<file path="config.mk">
export PLATFORM = sky130hd
export DESIGN_NAME = ahfp_add_arbiter
export DESIGN_NICKNAME = d
export VERILOG_FILES = /design/src/rtl/ahfp_add_arbiter.sv
export SDC_FILE = /design/constraint.sdc
export NUM_CORES = 1
export LEC_CHECK = 0
export ABC_AREA = 0
export BUFFER_PORTS_ARGS = -buffer_cell sky130_fd_sc_hd__buf_4
export CAP_MARGIN = 30
export CORE_AREA = 4 4 153 155
export DETAILED_ROUTE_END_ITERATION = 16
export DIE_AREA = 0 0 157 159
export GPL_TIMING_DRIVEN = 0
export PLACE_DENSITY = 0.69
export RECOVER_POWER = 25
export SYNTH_ARGS = -nofsm -noshare
export SYNTH_HDL_FRONTEND = slang
export SYNTH_SLANG_ARGS = --single-unit
</file>
<file path="constraint.sdc">
create_clock -name clk -period 7.21 [get_ports clk]
set_clock_uncertainty 0.2 [all_clocks]
set_input_delay 0.3605 -clock clk [delete_from_list [all_inputs] [get_ports clk]]
set_output_delay 0.3605 -clock clk [all_outputs]
set_load 0.05 [all_outputs]
</file>
<file path="src/rtl/ahfp_add_arbiter.sv">
// -----------------------------------------------------------------------------
// ahfp_add_arbiter
//
// Shares one pipelined single-precision adder (ahfp_add_multi, fixed latency,
// no stall, no reset) between N_REQ requesters. Each cycle at most one
// requester is granted. Its operand pair is registered into the adder, and its
// index travels down a tag pipeline matched to the adder latency. When the
// aligned tag is valid, the returning sum is registered and steered to the
// originator as a one-cycle, one-hot response. Each requester may have at most
// MAX_OUT operations in flight.
//
// Configuration macro:
//   AHFP_ARB_RR_EN  defined   -> round-robin arbitration with a priority
//                                pointer (reset 0, moves past each winner).
//                   undefined -> fixed priority, lowest eligible index wins.
//
// Parameters:
//   N_REQ        number of requesters (2..8)
//   ADD_LATENCY  clock edges from operand capture to adder result update
//   MAX_OUT      maximum in-flight operations per requester (1..15)
//
// Ports:
//   clk          rising-edge clock
//   reset        asynchronous, active-high reset
//   req_valid    per-requester operation request
//   req_dataa    operand A, requester i on bits [32i+31:32i]
//   req_datab    operand B, packed the same way
//   req_ready    grant, combinational, one-hot or zero
//   add_dataa    registered operand A to the adder
//   add_datab    registered operand B to the adder
//   add_result   adder result
//   resp_valid   registered one-hot response strobe, one cycle per operation
//   resp_result  registered sum, meaningful while any resp_valid bit is high
//   busy         high while any operation is in flight
//
// Handshake: a transfer from requester i happens on a rising edge where
// req_valid[i] & req_ready[i]. req_ready never depends on anything other than
// req_valid and internal state, and responses carry no backpressure.
// -----------------------------------------------------------------------------
module ahfp_add_arbiter #(
    parameter int N_REQ       = 4,
    parameter int ADD_LATENCY = 7,
    parameter int MAX_OUT     = 4
) (
    input  logic                 clk,
    input  logic                 reset,
    input  logic [N_REQ-1:0]     req_valid,
    input  logic [32*N_REQ-1:0]  req_dataa,
    input  logic [32*N_REQ-1:0]  req_datab,
    output logic [N_REQ-1:0]     req_ready,
    output logic [31:0]          add_dataa,
    output logic [31:0]          add_datab,
    input  logic [31:0]          add_result,
    output logic [N_REQ-1:0]     resp_valid,
    output logic [31:0]          resp_result,
    output logic                 busy
);

    localparam int         ID_W    = (N_REQ > 1) ? $clog2(N_REQ) : 1;
    localparam logic [3:0] MAX_CNT = 4'(MAX_OUT);

    // Per-requester in-flight counters.
    logic [3:0]       out_cnt [N_REQ];
    logic [N_REQ-1:0] eligible;

    // Arbitration result.
    logic [N_REQ-1:0] grant;
    logic [ID_W-1:0]  grant_id;
    logic             grant_any;

    // Operand mux for the winner.
    logic [31:0] sel_dataa;
    logic [31:0] sel_datab;

    // Tag pipeline: stage s holds the tag of the operation issued s edges ago.
    // Stage ADD_LATENCY lines up with add_result.
    logic [ADD_LATENCY:0] tag_v;
    logic [ID_W-1:0]      tag_id [ADD_LATENCY+1];

    // One-hot response that loads on the coming edge.
    logic [N_REQ-1:0] resp_valid_next;

    // -------------------------------------------------------------------------
    // Eligibility
    // -------------------------------------------------------------------------
    always_comb begin
        eligible = '0;
        for (int i = 0; i < N_REQ; i++) begin
            eligible[i] = req_valid[i] && (out_cnt[i] < MAX_CNT);
        end
    end

    // -------------------------------------------------------------------------
    // Arbitration
    // -------------------------------------------------------------------------
`ifdef AHFP_ARB_RR_EN
    logic [ID_W-1:0] rr_ptr;

    // Search starts at rr_ptr and wraps from N_REQ-1 back to 0. The sum is one
    // bit wider than an index so the wrap can be done by a single subtract.
    always_comb begin
        logic [ID_W:0]   pos;
        logic [ID_W-1:0] idx;
        grant     = '0;
        grant_id  = '0;
        grant_any = 1'b0;
        pos       = '0;
        idx       = '0;
        for (int k = 0; k < N_REQ; k++) begin
            pos = {1'b0, rr_ptr} + (ID_W+1)'(k);
            if (pos >= (ID_W+1)'(N_REQ)) begin
                pos = pos - (ID_W+1)'(N_REQ);
            end
            idx = pos[ID_W-1:0];
            if (!grant_any && eligible[idx]) begin
                grant_any     = 1'b1;
                grant[idx]    = 1'b1;
                grant_id      = idx;
            end
        end
    end

    // Pointer moves just past the winner on each transfer, holds otherwise.
    always_ff @(posedge clk or posedge reset) begin
        if (reset) begin
            rr_ptr <= '0;
        end else if (grant_any) begin
            if (grant_id == ID_W'(N_REQ - 1)) begin
                rr_ptr <= '0;
            end else begin
                rr_ptr <= grant_id + ID_W'(1);
            end
        end
    end
`else
    // Fixed priority: lowest eligible index wins.
    always_comb begin
        grant     = '0;
        grant_id  = '0;
        grant_any = 1'b0;
        for (int k = 0; k < N_REQ; k++) begin
            if (!grant_any && eligible[k]) begin
                grant_any = 1'b1;
                grant[k]  = 1'b1;
                grant_id  = ID_W'(k);
            end
        end
    end
`endif

    assign req_ready = grant;

    // -------------------------------------------------------------------------
    // Operand registers: load the winner's operands, hold otherwise.
    // -------------------------------------------------------------------------
    always_comb begin
        sel_dataa = '0;
        sel_datab = '0;
        for (int i = 0; i < N_REQ; i++) begin
            if (grant[i]) begin
                sel_dataa = req_dataa[32*i +: 32];
                sel_datab = req_datab[32*i +: 32];
            end
        end
    end

    always_ff @(posedge clk or posedge reset) begin
        if (reset) begin
            add_dataa <= '0;
            add_datab <= '0;
        end else if (grant_any) begin
            add_dataa <= sel_dataa;
            add_datab <= sel_datab;
        end
    end

    // -------------------------------------------------------------------------
    // Tag pipeline: shifts every edge. Reset clears all valids, which drops
    // every operation in flight; the adder keeps its stale contents but they
    // are never registered because no aligned tag is valid.
    // -------------------------------------------------------------------------
    always_ff @(posedge clk or posedge reset) begin
        if (reset) begin
            tag_v <= '0;
            for (int s = 0; s <= ADD_LATENCY; s++) begin
                tag_id[s] <= '0;
            end
        end else begin
            tag_v     <= {tag_v[ADD_LATENCY-1:0], grant_any};
            tag_id[0] <= grant_id;
            for (int s = 1; s <= ADD_LATENCY; s++) begin
                tag_id[s] <= tag_id[s-1];
            end
        end
    end

    // -------------------------------------------------------------------------
    // Response register
    // -------------------------------------------------------------------------
    always_comb begin
        resp_valid_next = '0;
        if (tag_v[ADD_LATENCY]) begin
            resp_valid_next[tag_id[ADD_LATENCY]] = 1'b1;
        end
    end

    always_ff @(posedge clk or posedge reset) begin
        if (reset) begin
            resp_valid  <= '0;
            resp_result <= '0;
        end else begin
            resp_valid <= resp_valid_next;
            if (tag_v[ADD_LATENCY]) begin
                resp_result <= add_result;
            end
        end
    end

    // -------------------------------------------------------------------------
    // Outstanding counters. The decrement uses the response that loads on this
    // same edge, so a capped requester is eligible again in the very cycle its
    // response is presented. Issue and response together leave it unchanged.
    // -------------------------------------------------------------------------
    always_ff @(posedge clk or posedge reset) begin
        if (reset) begin
            for (int i = 0; i < N_REQ; i++) begin
                out_cnt[i] <= '0;
            end
        end else begin
            for (int i = 0; i < N_REQ; i++) begin
                if (grant[i] && !resp_valid_next[i]) begin
                    if (out_cnt[i] < MAX_CNT) begin
                        out_cnt[i] <= out_cnt[i] + 4'd1;
                    end
                end else if (!grant[i] && resp_valid_next[i]) begin
                    if (out_cnt[i] != 4'd0) begin
                        out_cnt[i] <= out_cnt[i] - 4'd1;
                    end
                end
            end
        end
    end

    // -------------------------------------------------------------------------
    // Busy: anything in the tag pipeline or being presented as a response.
    // -------------------------------------------------------------------------
    assign busy = (|tag_v) || (|resp_valid);

endmodule
</file>
==> qor.csv <==
metric,value,unit
grt_antenna_before_repair,0,
cts_tree,built,
fp.dieH,159,µm
fin_nets,1428,
place_congestion,0.915,
post_cts_buffers,0,
synth-simple-area-share,7.03,%
synth_top_family_by_area,compound AO/OA/AOI/OAI gates,
cpPeakStageDelay,0.49,ns
dp_worst_setup_slack,3.59,ns
relSlewSlack,-85.4,%
finish.utilization,54.7,%
cts.path.max_buffers,2,
wire_per_inst,19.7,µm
clk_pin_slew,0.06,ns
required,7.30,ns
worst_path_max_delay_cell,or3b_2,
routed_wl,27800,µm
place_inst,1268,
overflow,0,
synth.yosys.warnings,0,
finalCriticalPeriod,3.57,ns
r2r_slack,3.64,ns
ant_nets,0,
period_share,49.4,%
whs,0.0207,ns
grt_max_degree,86,
synth-xor-area-share,1.27,%
synth_ff_type,dfrtp_1,
avgSynthCellArea,11.8,µm²
max_freq,281,MHz
syn-num-nets,898,
critPathLaunchType,flip-flop,
worstRegToRegCells,11,
p_leak,5.36,nW
rows,54,
drc,0,
cp.arrival,3.65,ns
antenna_cells,0,
finalHoldViolations,0,
syn-cell-area,6920,µm²
pin_count,399,
async_flop_share,100,%
crit_fanout,10,
grt_pass1_vias,7562,
hpwl,20400,µm
clk_latency,0.41,ns
tns,0,ns
stdcell_count,1411,
start_util,31.7,%
die_area,25000,µm²
ir_drop,0.241,mV
grt_usage,21.1,%
htreeDepth,4,
areaGrowthSynthToFinish,72.6,%
worst_pin_slew,2.77,ns
cp_cell_sequence,"or3b_2, buf_2, clkbuf_1, nor2_1, ha_1, inv_1, ha_1, a21o_1, a21oi_1, nor3b_1, o21ai_0",
cts-root-buf,clkbuf_16,
synth_compound_area_share,27.4,%
ys_ff_latch,140,
synth.distinct_cells,46,
drv_cap,1,
drive_gt1_share,49.3,%
crit_type,reg2reg,
via_per_inst,5.08,
final_max_slew_viol_count,56,
drtIter0Drc,532,
cts_buffers,17,
die_x,157,µm
worst_slack,3.64,ns
outcome,"finished, violations left",
worstHoldPathType,in2reg,
synth_mux_area_share,6.00,%
crit_top_cell,ha_1,
vias,7162,
yosysSeqAreaShare,50.6,%
yosys.area_share.adder,3.33,%
first_pass_iters,5,
clock-sinks,140,
grt_pass1_wl,41400,µm
end_kind,flip-flop,
synthCells,588,
power_density,474,nW/µm²
cts_resized,0,
core,21800,µm²
holdPathStages,3,
setup_viol,0,
rsz0062_at_grt,no,
io_buffers,398,
synth_edf_count,0,
violations,"max-capacitance violations, max-slew violations",
kinds of logic (layout without fill, tap and decap cells):
family / after synthesis / after routing
and+or+nand+nor: 105 / 105
muxes: 37 / 37
AOI/OAI and AO/OA: 223 / 223
DFF: 140 / 140
adders and majority gates: 16 / 16
xor gates and xnor gates: 10 / 10
buffers and inverters: 57 / 600
timing repair:
action                     4_1_cts  5_1_grt
hold endpoints to repair       147        1
setup endpoints to repair        0        0
hold buffers                   110        1
through the flow:
| stage | cell area, µm² | power (mW) |
|---|---|---|
| floorplan | 6920 | 3.66 |
| global placement | 10300 | 4.64 |
| detailed placement | 10300 | 4.68 |
| CTS | 12000 | 5.73 |
| global route | 11900 | 5.98 |
| finish | 11900 | 5.66 |
per-layer routing:
layer / vias up / part of all wire [%] / GRT usage (%)
li1: 3303 / - / -
met1: 3418 / 39 / 25.3
met2: 383 / 49 / 36.2
met3: 58 / 8.1 / 5.25
met4: 0 / 3.4 / 8.32
met5: - / 0 / 0
state kept, by name, summed over array words and instances (netlist names):
register and flops:
resp_valid 4, out_cnt 16, tag_v 8, tag_id 16, add_dataa 32, add_datab 32, resp_result 32
final timing paths:
check / endpoint / start
min in group asynchronous: add_dataa[24]$_DFFE_PP0P_ / reset
worst min register to register: tag_id[2]$_DFF_PP0_ / tag_id[4]$_DFF_PP0_
max in group asynchronous: add_datab[21]$_DFFE_PP0P_ / reset
worst max-delay path: out_cnt[11]$_DFFE_PP0P_ / out_cnt[11]$_DFFE_PP0P_
worst max register to register: out_cnt[11]$_DFFE_PP0P_ / out_cnt[11]$_DFFE_PP0P_
worst min-delay path: add_datab[19]$_DFFE_PP0P_ / req_datab[115]
layout by cell type (no fill, tap or decap), types with 2 or more instances in the layout:
master	n
inv_6	6
dfrtp_1	140
dlygate4sd3_1	111
nand2_1	46
or3b_2	2
or2_2	3
buf_6	6
and3_1	3
o21bai_1	2
a221oi_1	21
a22oi_1	2
fa_1	4
o21ai_2	19
inv_1	9
buf_1	5
buf_2	11
nand3_1	5
nor4_1	6
o221ai_1	43
clkinvlp_4	2
xnor2_1	9
o22ai_2	38
a22oi_2	19
nor3_1	3
o21ai_0	13
ha_1	12
clkinv_4	3
nor3b_1	4
o22ai_1	6
buf_4	383
clkbuf_1	35
buf_12	2
o21a_1	3
clkbuf_16	17
a21oi_1	53
nor2_1	26
mux2_2	36
a211o_1	2
power breakdown:
group	switching, mW	total (mW)	leakage [nW]	internal, mW
registers	0.269	1.45	1.66	1.18
clock network	0.375	0.872	0.283	0.497
logic	2.06	3.34	3.42	1.28
total	2.71	5.66	5.36	2.96
synthesized netlist by cell type, types with 3 or more instances:
| cell type | count | area [µm²] |
|---|---|---|
| ha_1 | 12 | 150 |
| nor3b_1 | 4 | 30.0 |
| mux2_2 | 36 | 405 |
| o221ai_1 | 43 | 377 |
| a221oi_1 | 21 | 184 |
| o21ai_0 | 13 | 65.1 |
| buf_6 | 5 | 56.3 |
| clkbuf_1 | 21 | 78.8 |
| nand3_1 | 5 | 25.0 |
| nand2_1 | 46 | 173 |
| a22oi_2 | 19 | 238 |
| nor3_1 | 3 | 15.0 |
| o22ai_1 | 6 | 37.5 |
| dfrtp_1 | 140 | 3500 |
| or2_2 | 3 | 18.8 |
| o22ai_2 | 38 | 475 |
| and3_1 | 3 | 18.8 |
| xnor2_1 | 9 | 78.8 |
| o21a_1 | 3 | 22.5 |
| inv_1 | 10 | 37.5 |
| buf_1 | 5 | 18.8 |
| fa_1 | 4 | 80.1 |
| a21oi_1 | 53 | 265 |
| o21ai_2 | 19 | 166 |
| nor4_1 | 6 | 37.5 |
| buf_2 | 11 | 55.1 |
| nor2_1 | 26 | 97.6 |
critical path: cells and delay by family (launching register included):
family	cells	cell delay (ns)
adder cells (fa/ha/maj)	2	0.63
flip-flops	1	0.42
AND/OR/NAND/NOR	3	1.07
buffers and inverters	3	0.64
AO/OA/AOI/OAI	3	0.48
cell type report:
cell class                 count  area (µm²)
inverter                      13        55.1
timing repair buffer         511        4090
sequential                   140        3500
clock inverter                14         148
multi-input combinational    391        3110
clock buffer                  18         439
tap                          280         350
buffer                        44         249
fill                        1899        9880
Power figures use the tool's default switching activity.
